===== src/rtl/egress_pkg.sv =====
// Shared types and helpers for the byte egress serializer.
package egress_pkg;

  localparam int DefWordW = 32;
  localparam int DefByteW = 8;

  typedef enum logic {IDLE, SEND} serState_e;

  function automatic int bytes_per_word(input int wordW, input int byteW);
    return wordW / byteW;
  endfunction

endpackage


===== src/rtl/egress_word_fifo.sv =====
// DEPTH x WORD_W word FIFO; full/empty come from the occupancy count, pointers wrap freely.
module egress_word_fifo #(
  parameter int WORD_W = 32,
  parameter int DEPTH  = 4,
  localparam int PtrW  = $clog2(DEPTH),
  localparam int LvlW  = $clog2(DEPTH) + 1
) (
  input  logic              ClkEngress,
  input  logic              ARst,
  input  logic              Push,
  input  logic [WORD_W-1:0] PushData,
  input  logic              Pop,
  output logic [WORD_W-1:0] HeadData,
  output logic [LvlW-1:0]   Level,
  output logic              Full,
  output logic              Empty
);

  logic [DEPTH-1:0][WORD_W-1:0] mem;
  logic [PtrW-1:0]              wrPtr, rdPtr;
  logic                         doPush, doPop;

  assign Full     = (Level == LvlW'(DEPTH));
  assign Empty    = (Level == '0);
  assign doPush   = Push && !Full;
  assign doPop    = Pop && !Empty;
  assign HeadData = mem[rdPtr];

  // Storage carries no reset; only the pointers and count define content.
  always_ff @(posedge ClkEngress) begin
    if (doPush) mem[wrPtr] <= PushData;
  end

  always_ff @(posedge ClkEngress or posedge ARst) begin
    if (ARst) begin
      wrPtr <= '0;
      rdPtr <= '0;
      Level <= '0;
    end else begin
      if (doPush) wrPtr <= wrPtr + PtrW'(1);
      if (doPop)  rdPtr <= rdPtr + PtrW'(1);
      case ({doPush, doPop})
        2'b10:   Level <= Level + LvlW'(1);
        2'b01:   Level <= Level - LvlW'(1);
        default: Level <= Level;
      endcase
    end
  end

endmodule


===== src/rtl/byte_egress_fifo.sv =====
// Word-to-byte egress serializer: buffers words in a FIFO and emits one registered byte
// per clock under ready/valid flow control, with a sticky overflow flag.
module byte_egress_fifo
  import egress_pkg::*;
#(
  parameter int WORD_W    = DefWordW,
  parameter int BYTE_W    = DefByteW,
  parameter int DEPTH     = 4,
  parameter bit MSB_FIRST = 1'b0,
  localparam int LvlW     = $clog2(DEPTH) + 1
) (
  input  logic              ClkEngress,
  input  logic              ARst,
  input  logic [WORD_W-1:0] WriteData,
  input  logic              WriteDataValid,
  output logic              WriteReady,
  output logic [BYTE_W-1:0] Data,
  output logic              DataValid,
  input  logic              DataReady,
  output logic [LvlW-1:0]   Level,
  output logic              Overflow,
  input  logic              ClrOverflow
);

  localparam int BYTES = bytes_per_word(WORD_W, BYTE_W);
  localparam int IdxW  = (BYTES > 1) ? $clog2(BYTES) : 1;
  localparam logic [IdxW-1:0] LastIdx = IdxW'(BYTES - 1);

  if (WORD_W % BYTE_W != 0) begin : gErrWidth
    $error("byte_egress_fifo: WORD_W must be a multiple of BYTE_W");
  end
  if (BYTES < 2) begin : gErrBytes
    $error("byte_egress_fifo: a word must hold at least two bytes");
  end
  if (DEPTH < 2 || (DEPTH & (DEPTH - 1)) != 0) begin : gErrDepth
    $error("byte_egress_fifo: DEPTH must be a power of two >= 2");
  end

  serState_e         state, stateNxt;
  logic [WORD_W-1:0] wordReg, wordNxt, headWord;
  logic [IdxW-1:0]   byteIdx, idxNxt, idxInc;
  logic [BYTE_W-1:0] dataNxt;
  logic              dvNxt, push, pop, fifoFull, fifoEmpty;

  function automatic logic [BYTE_W-1:0] pickByte(input logic [WORD_W-1:0] w,
                                                 input logic [IdxW-1:0]   k);
    logic [BYTES-1:0][BYTE_W-1:0] wb;
    logic [IdxW-1:0]              sel;
    wb  = w;
    sel = MSB_FIRST ? (LastIdx - k) : k;
    return wb[sel];
  endfunction

  assign WriteReady = !fifoFull;
  assign push       = WriteDataValid && WriteReady;
  assign idxInc     = byteIdx + IdxW'(1);

  egress_word_fifo #(.WORD_W(WORD_W), .DEPTH(DEPTH)) uFifo (
    .ClkEngress (ClkEngress),
    .ARst       (ARst),
    .Push       (push),
    .PushData   (WriteData),
    .Pop        (pop),
    .HeadData   (headWord),
    .Level      (Level),
    .Full       (fifoFull),
    .Empty      (fifoEmpty)
  );

  // A freshly loaded word spends one cycle in SEND with DataValid low before byte 0 shows;
  // back-to-back words skip that step and load byte 0 straight from the FIFO head.
  always_comb begin
    stateNxt = state;
    wordNxt  = wordReg;
    idxNxt   = byteIdx;
    dataNxt  = Data;
    dvNxt    = DataValid;
    pop      = 1'b0;
    case (state)
      IDLE: begin
        if (!fifoEmpty) begin
          pop      = 1'b1;
          wordNxt  = headWord;
          idxNxt   = '0;
          stateNxt = SEND;
        end
      end
      SEND: begin
        if (!DataValid) begin
          dataNxt = pickByte(wordReg, '0);
          dvNxt   = 1'b1;
        end else if (DataReady) begin
          if (byteIdx != LastIdx) begin
            idxNxt  = idxInc;
            dataNxt = pickByte(wordReg, idxInc);
          end else if (!fifoEmpty) begin
            pop     = 1'b1;
            wordNxt = headWord;
            idxNxt  = '0;
            dataNxt = pickByte(headWord, '0);
          end else begin
            idxNxt   = '0;
            dvNxt    = 1'b0;
            stateNxt = IDLE;
          end
        end
      end
      default: stateNxt = IDLE;
    endcase
  end

  always_ff @(posedge ClkEngress or posedge ARst) begin
    if (ARst) begin
      state     <= IDLE;
      wordReg   <= '0;
      byteIdx   <= '0;
      Data      <= '0;
      DataValid <= 1'b0;
    end else begin
      state     <= stateNxt;
      wordReg   <= wordNxt;
      byteIdx   <= idxNxt;
      Data      <= dataNxt;
      DataValid <= dvNxt;
    end
  end

  // A drop in the same cycle as a clear leaves the flag set.
  always_ff @(posedge ClkEngress or posedge ARst) begin
    if (ARst)                              Overflow <= 1'b0;
    else if (WriteDataValid && !WriteReady) Overflow <= 1'b1;
    else if (ClrOverflow)                  Overflow <= 1'b0;
  end

endmodule


===== config.mk =====
export PLATFORM = sky130hd
export DESIGN_NAME = byte_egress_fifo
export DESIGN_NICKNAME = d
export VERILOG_FILES = /design/src/rtl/egress_pkg.sv /design/src/rtl/egress_word_fifo.sv /design/src/rtl/byte_egress_fifo.sv
export SDC_FILE = /design/constraint.sdc
export NUM_CORES = 1
export LEC_CHECK = 0
export ABC_CLOCK_PERIOD_IN_PS = 4700
export CAP_MARGIN = 20
export CORE_MARGIN = 2
export CORE_UTILIZATION = 50
export DETAILED_ROUTE_END_ITERATION = 10
export HOLD_SLACK_MARGIN = 0.05
export PLACE_DENSITY = 0.81
export SLEW_MARGIN = 20
export SYNTH_ARGS = -nofsm -noshare
export SYNTH_HDL_FRONTEND = slang
export SYNTH_SLANG_ARGS = --single-unit

===== constraint.sdc =====
create_clock -name ClkEngress -period 4.7 [get_ports ClkEngress]
set_input_delay 0.47 -clock ClkEngress [delete_from_list [all_inputs] [get_ports ClkEngress]]
set_output_delay 0.47 -clock ClkEngress [all_outputs]
set_load 0.01 [all_outputs]

## After elaboration in Yosys (flattened, before gate mapping)

Index checks and enable logic that the tools add are counted.

| word-level totals | value |
|---|---|
| flip-flop bits (word level) | 180 |

| operators by class | value |
|---|---|
| eq/ne operators | 10 |
| reductions and logical operators | 13 |
| magnitude comparators | 4 |
| multiplexer cells | 33 |
| add/subtract/negate cells | 5 |
| bitwise logic cells | 1 |

Operator list:

| kind | number |
|---|---|
| two-way mux 32 bit | 6 |
| bitwise mux 128 bit | 1 |
| binary-select mux 32 bit (select 2 bit) | 1 |
| demux 32 bit (select 2 bit) | 1 |
| case mux 32 bit (2 select lines) | 1 |
| two-way mux 8 bit | 5 |
| binary-select mux 8 bit (select 2 bit) | 1 |
| != test 2 bit, second input constant | 5 |
| < comparator 2 x 3 -> 1 bit, second input constant | 3 |
| two-way mux 1 bit | 9 |
| AND reduction 3 bit | 3 |
| two-way mux 2 bit | 4 |
| adder 2 x 1 -> 2 bit, second input constant | 3 |
| case mux 3 bit (2 select lines) | 1 |
| logical AND 1 bit | 5 |
| case mux 1 bit (2 select lines) | 2 |
| case mux 2 bit (2 select lines) | 1 |
| nonzero test 2 bit | 2 |
| adder 3 x 1 -> 3 bit, second input constant | 1 |
| equality test 3 bit, second input constant | 1 |
| zero test 3 bit | 1 |
| != test 3 x 2 -> 1 bit, second input constant | 1 |
| subtractor 3 x 1 -> 3 bit, second input constant | 1 |
| equality test 2 x 1 -> 1 bit, second input constant | 1 |
| other kinds (5) | 6 |

## Longest topological paths before layout

| logic depth | value |
|---|---|
| depth after elaboration | 9 |
| depth in mapped cells | 10 |
| depth with buffers taken out | 9 |

## Cells and area by module

Synthesis repeated with hierarchy kept, for this count alone.

| unflattened totals | value |
|---|---|
| cells, all modules | 380 |
| area, all modules | 7,365.8 sq um |

By module, submodules not included:

| module | area an instance (sq um) | instances | cells each |
|---|---|---|---|
| egress_word_fifo | 5,094.9 | 1 | 206 |
| byte_egress_fifo | 2,270.9 | 1 | 174 |

## Worst setup path after synthesis

No wires, ideal clock.

| timing | value |
|---|---|
| path type | register to register |
| start point | register byteIdx[1] |
| end point | register uFifo.Level[2] |
| data required time | 4,621 ps |
| buffers on the path | 1 |
| period minus slack after synthesis | 2,299 ps |
| setup time | 79 ps |
| data arrival time | 2,220 ps |
| cell stages (with the launch flop) | 11 |
| slack | 2,401 ps |
| cell sequence | dfrtp_1 > ha_1 > nand3_1 > a21oi_2 > buf_2 > ha_1 > inv_1 > fa_1 > xor2_1 > nor2_1 > xor2_1 |

| between the ends | value |
|---|---|
| longest elaborated chain between the ends | 8 |
| elaborated cells between the ends (all ways) | 10 |
| classes of those cells | 3 x eq/ne; 5 x mux; 2 x reduce/logical |

RTL lines:

| what | line | RTL |
|---|---|---|
| start, declared | byte_egress_fifo.sv:41 | `logic [IdxW-1:0] byteIdx, idxNxt, idxInc;` |
| start signal, assigned | byte_egress_fifo.sv:122 | `byteIdx <= idxNxt;` |
| != test 2 bit (*) | byte_egress_fifo.sv:93 | `if (byteIdx != LastIdx) begin` |
| two-way mux 1 bit (*) | byte_egress_fifo.sv:93 |  |
| two-way mux 1 bit (*) | byte_egress_fifo.sv:92 | `end else if (DataReady) begin` |
| two-way mux 1 bit (*) | byte_egress_fifo.sv:89 | `if (!DataValid) begin` |
| case mux 1 bit (2 select lines) (*) | byte_egress_fifo.sv:79 | `case (state)` |
| logical AND 1 bit (*) | egress_word_fifo.sv:26 | `assign doPop = Pop && !Empty;` |
| named net uFifo.doPop | egress_word_fifo.sv:21 | `logic doPush, doPop;` |
| equality test 2 x 1 -> 1 bit or equality test 2 bit (tied branches) | egress_word_fifo.sv:42 | `case ({doPush, doPop})` |
| case mux 3 bit (2 select lines) or nonzero test 2 bit (tied branches) | -- |  |
| end signal, assigned | egress_word_fifo.sv:43 | `2'b10: Level <= Level + LvlW'(1);` |
| end signal, assigned | egress_word_fifo.sv:44 | `2'b01: Level <= Level - LvlW'(1);` |
| end signal, assigned | egress_word_fifo.sv:45 | `default: Level <= Level;` |
| end, declared | egress_word_fifo.sv:14 | `output logic [LvlW-1:0] Level,` |

The timed path passes the listed nets; every way through them passes the cells marked *.
A chain may end at the register's enable or synchronous reset.

## Final worst setup path

| timing | value |
|---|---|
| start point | register byteIdx[0] |
| end point | register uFifo.Level[2] |

| between the ends | value |
|---|---|
| longest elaborated chain between the ends | 8 |
| elaborated cells between the ends (all ways) | 10 |
| classes of those cells | 3 x eq/ne; 5 x mux; 2 x reduce/logical |

RTL lines:

| what | line |
|---|---|
| != test 2 bit (*) | byte_egress_fifo.sv:93 |
| two-way mux 1 bit (*) | byte_egress_fifo.sv:93 |
| two-way mux 1 bit (*) | byte_egress_fifo.sv:92 |
| two-way mux 1 bit (*) | byte_egress_fifo.sv:89 |
| case mux 1 bit (2 select lines) (*) | byte_egress_fifo.sv:79 |
| logical AND 1 bit (*) | egress_word_fifo.sv:26 |
| equality test 2 x 1 -> 1 bit or equality test 2 bit (tied branches) | egress_word_fifo.sv:42 |
| case mux 3 bit (2 select lines) or nonzero test 2 bit (tied branches) | -- |

Every way passes the cells marked *; elsewhere a longest branch is shown, timed or not.

==> impl_metrics.toml <==
[critical_path]
path_delay_family = "flip-flops"
crit_path_end = "uFifo.Level[2]"
cp-start-kind = "flip-flop"
slowest_stage = "dfrtp_1"
rrSetupSlack_ns = 1.87
cp_max_fo = 19
cp_cell_sequence = "ha_1, nand3_1, a21oi_4, ha_1, inv_1, fa_1, xor2_1, nor2_1, xor2_1"
crit_cells = 9
critPathBufInv = 1
slowest_delay_ns = 0.95
r2r_end = "uFifo.Level[2]"
cp.required_ns = 5.06
r2r_cells = 9
r2r_start = "byteIdx[0]"
end_kind = "flip-flop"
setup.worst_path.class = "flip-flop to flip-flop"
crit_start = "byteIdx[0]"
arrival_ns = 3.19

[sta]
rsz0062_at_grt = "no"
setup-violations-final = 0
drv_slew = 0
timing.fmax_mhz = 353
fin_crit_sh_pct = 60.2
hold_viol = 0
worst_clock_skew_ns = 0.00814
slew_headroom_pct = 31.3
setup_slack_ns = 1.87
worstMarginPinSlew_ns = 1.03
period_minus_slack_ns = 2.83
finalSetupTns_ns = 0

[pwr]
p_leak_nw = 3.05
powerDensity_nw_per_um2 = 659
ir_drop_mv = 0.361

[place]
portBuffers = 50
dp.cells = 593
gp_congestion = 0.769
dpl.hpwl_microns = 8100
place_area_sq_um = 7840
dp_slack_ns = 1.88

[cts]
cts_resized = 0
cts_buffers = 17
clk_path_buf_depth = 2
cts_tree = "yes"
htree_num_levels = 4
postCtsSetupBuffers = 0
cts-root-buf = "clkbuf_16"
path_clk_slew_ns = 0.06
clk_latency_ns = 0.44
cts_num_sinks = 180
postCtsHoldBufs = 0

[logic_synthesis]
syn_nets = 415
synth_top_area_share_pct = 53.6
yosys.area.top_type = "edfxtp_1"
postSynthCellCount = 371
synth_area_per_cell_sq_um = 19.3
synthesis.area_sq_um = 7170
synth_seq_cells = 180
synthArstFlopShare_pct = 28.9
synth_edf_count = 128
synth.distinct_cells = 35
ys_warn_count = 0
ys_dominant_reg_cell = "edfxtp_1"
ys_seq_area_share_pct = 71.8
ys_top_cells_by_area = "edfxtp_1 54%, dfrtp_1 18%, mux4_2 6.0%"

[layout]
multiInputGateArea_sq_um = 1890
finish.instance_area_sq_um = 8430
n_antenna_cell = 0
fillers = 987
ff_latch_area_sq_um = 5150
final_common_cell = "edfxtp_1"
fin_cells = 625
final_nets = 476
drive_gt1_share_pct = 20.9
most-common-layout-cells = "128 x edfxtp_1, 51 x dfrtp_1, 50 x clkdlybuf4s50_1"
area_delta_synth_final_pct = 17.7

[floorplanning]
core_sq_um = 13900
die_h_microns = 124
start_util_pct = 51.4
die_area_sq_um = 15300
ios = 51
fp-row-count = 43
die_w_microns = 124

[grt]
antenna_found_initial = 0
grt_overflow_total = 0
grt_usage_pct = 18.8
grt_pass1_wl_microns = 20500
grt_pass1_vias = 3824
grt_start_max_net_pins = 53

[run]
drv_cap = 0

[hold_path]
hold_path_class = "flip-flop to flip-flop"

[route]
ant_nets = 0
via_per_inst = 5.77
wire_per_inst_microns = 21.2
drcViolationCount = 0
dr.first_iter.drc_count = 202
first_pass_iters = 4
routed_wl_microns = 13300
vias = 3607

[run_status]
status = "finished, final reports clean"
logic make-up (layout without fill, tap and decap cells):
family / Yosys count / in the layout / synth area share [%]
AND/OR/NAND/NOR: 39 / 39 / 2.67
flip-flops: 180 / 180 / 71.8
AO/OA/AOI/OAI: 30 / 30 / 2.85
XOR/XNOR: 7 / 7 / 0.856
buffers and inverters: 25 / 99 / 2.06
adder cells (fa/ha/maj): 7 / 7 / 1.33
multiplexers: 83 / 83 / 18.4
layer usage:
layer,share of wire (%),vias to the layer above,wire length [microns],GRT usage [%]
met3,4.2,26,555,5.36
met1,43,1873,5720,23.9
met4,2.2,0,286,7.03
li1,-,1604,-,-
met2,51,104,6700,31.0
met5,0,-,0,0
Yosys cell counts, types with 2 or more instances:
library cell	instances
edfxtp_1	128
or2_0	7
dfrtp_1	52
a22oi_1	7
and3_1	4
buf_2	6
xnor2_1	3
nand2_1	10
buf_4	2
mux4_1	13
nand3_1	2
a221oi_1	8
a21oi_1	8
mux2_2	33
buf_6	3
mux4_2	19
inv_1	9
clkbuf_1	2
nor2_1	11
mux2i_1	18
o21ai_0	4
ha_1	6
xor2_1	4
worst min-delay path by stage:
stage / start / endpoint / slack [ns] / cells past startpoint
4_1_cts: wordReg[10] / wordReg[10] / 0.51 / 1
3_5_place_dp: wordReg[10] / wordReg[10] / 0.50 / 1
2_1_floorplan: byteIdx[1] / byteIdx[1] / 0.48 / 2
5_1_grt: wordReg[29] / wordReg[29] / 0.53 / 1
3_3_place_gp: wordReg[23] / wordReg[23] / 0.49 / 1
6_report: wordReg[10] / wordReg[10] / 0.51 / 1
metrics by stage:
| step | utilization, % | hold WS (ns) | total power, mW |
|---|---|---|---|
| after floorplan | - | 0.475 | 3.65 |
| after global placement | 56.3 | 0.493 | 4.08 |
| after detailed placement | 56.3 | 0.502 | 4.18 |
| after CTS | 60.4 | 0.515 | 5.58 |
| after global routing | 60.5 | 0.531 | 5.81 |
| final | 60.5 | 0.510 | 5.55 |
power breakdown:
| part | switching, mW | leakage, nW | internal, mW | total [mW] |
|---|---|---|---|---|
| combinational | 0.757 | 0.989 | 0.872 | 1.63 |
| clock | 0.594 | 0.284 | 0.792 | 1.39 |
| sequential | 0.356 | 1.78 | 2.18 | 2.54 |
| total | 1.71 | 3.05 | 3.85 | 5.55 |
sequential cells by signal, indices dropped and copies added, names as in the netlist:
signal,flops
uFifo.mem,128
Overflow,1
uFifo.Level,3
state,1
uFifo.rdPtr,2
wordReg,32
byteIdx,2
uFifo.wrPtr,2
Data,8
DataValid,1
area by class of cell:
| cell class | instances | share of cell area (%) |
|---|---|---|
| Clock buffer | 19 | 5.14 |
| Inverter | 10 | 0.460 |
| Multi-Input combinational cell | 166 | 22.4 |
| Timing Repair Buffer | 57 | 6.56 |
| Clock inverter | 13 | 1.75 |
| Sequential cell | 180 | 61.0 |
| Tap cell | 180 | 2.67 |
No activity file was read; power rests on OpenSTA's default activity.
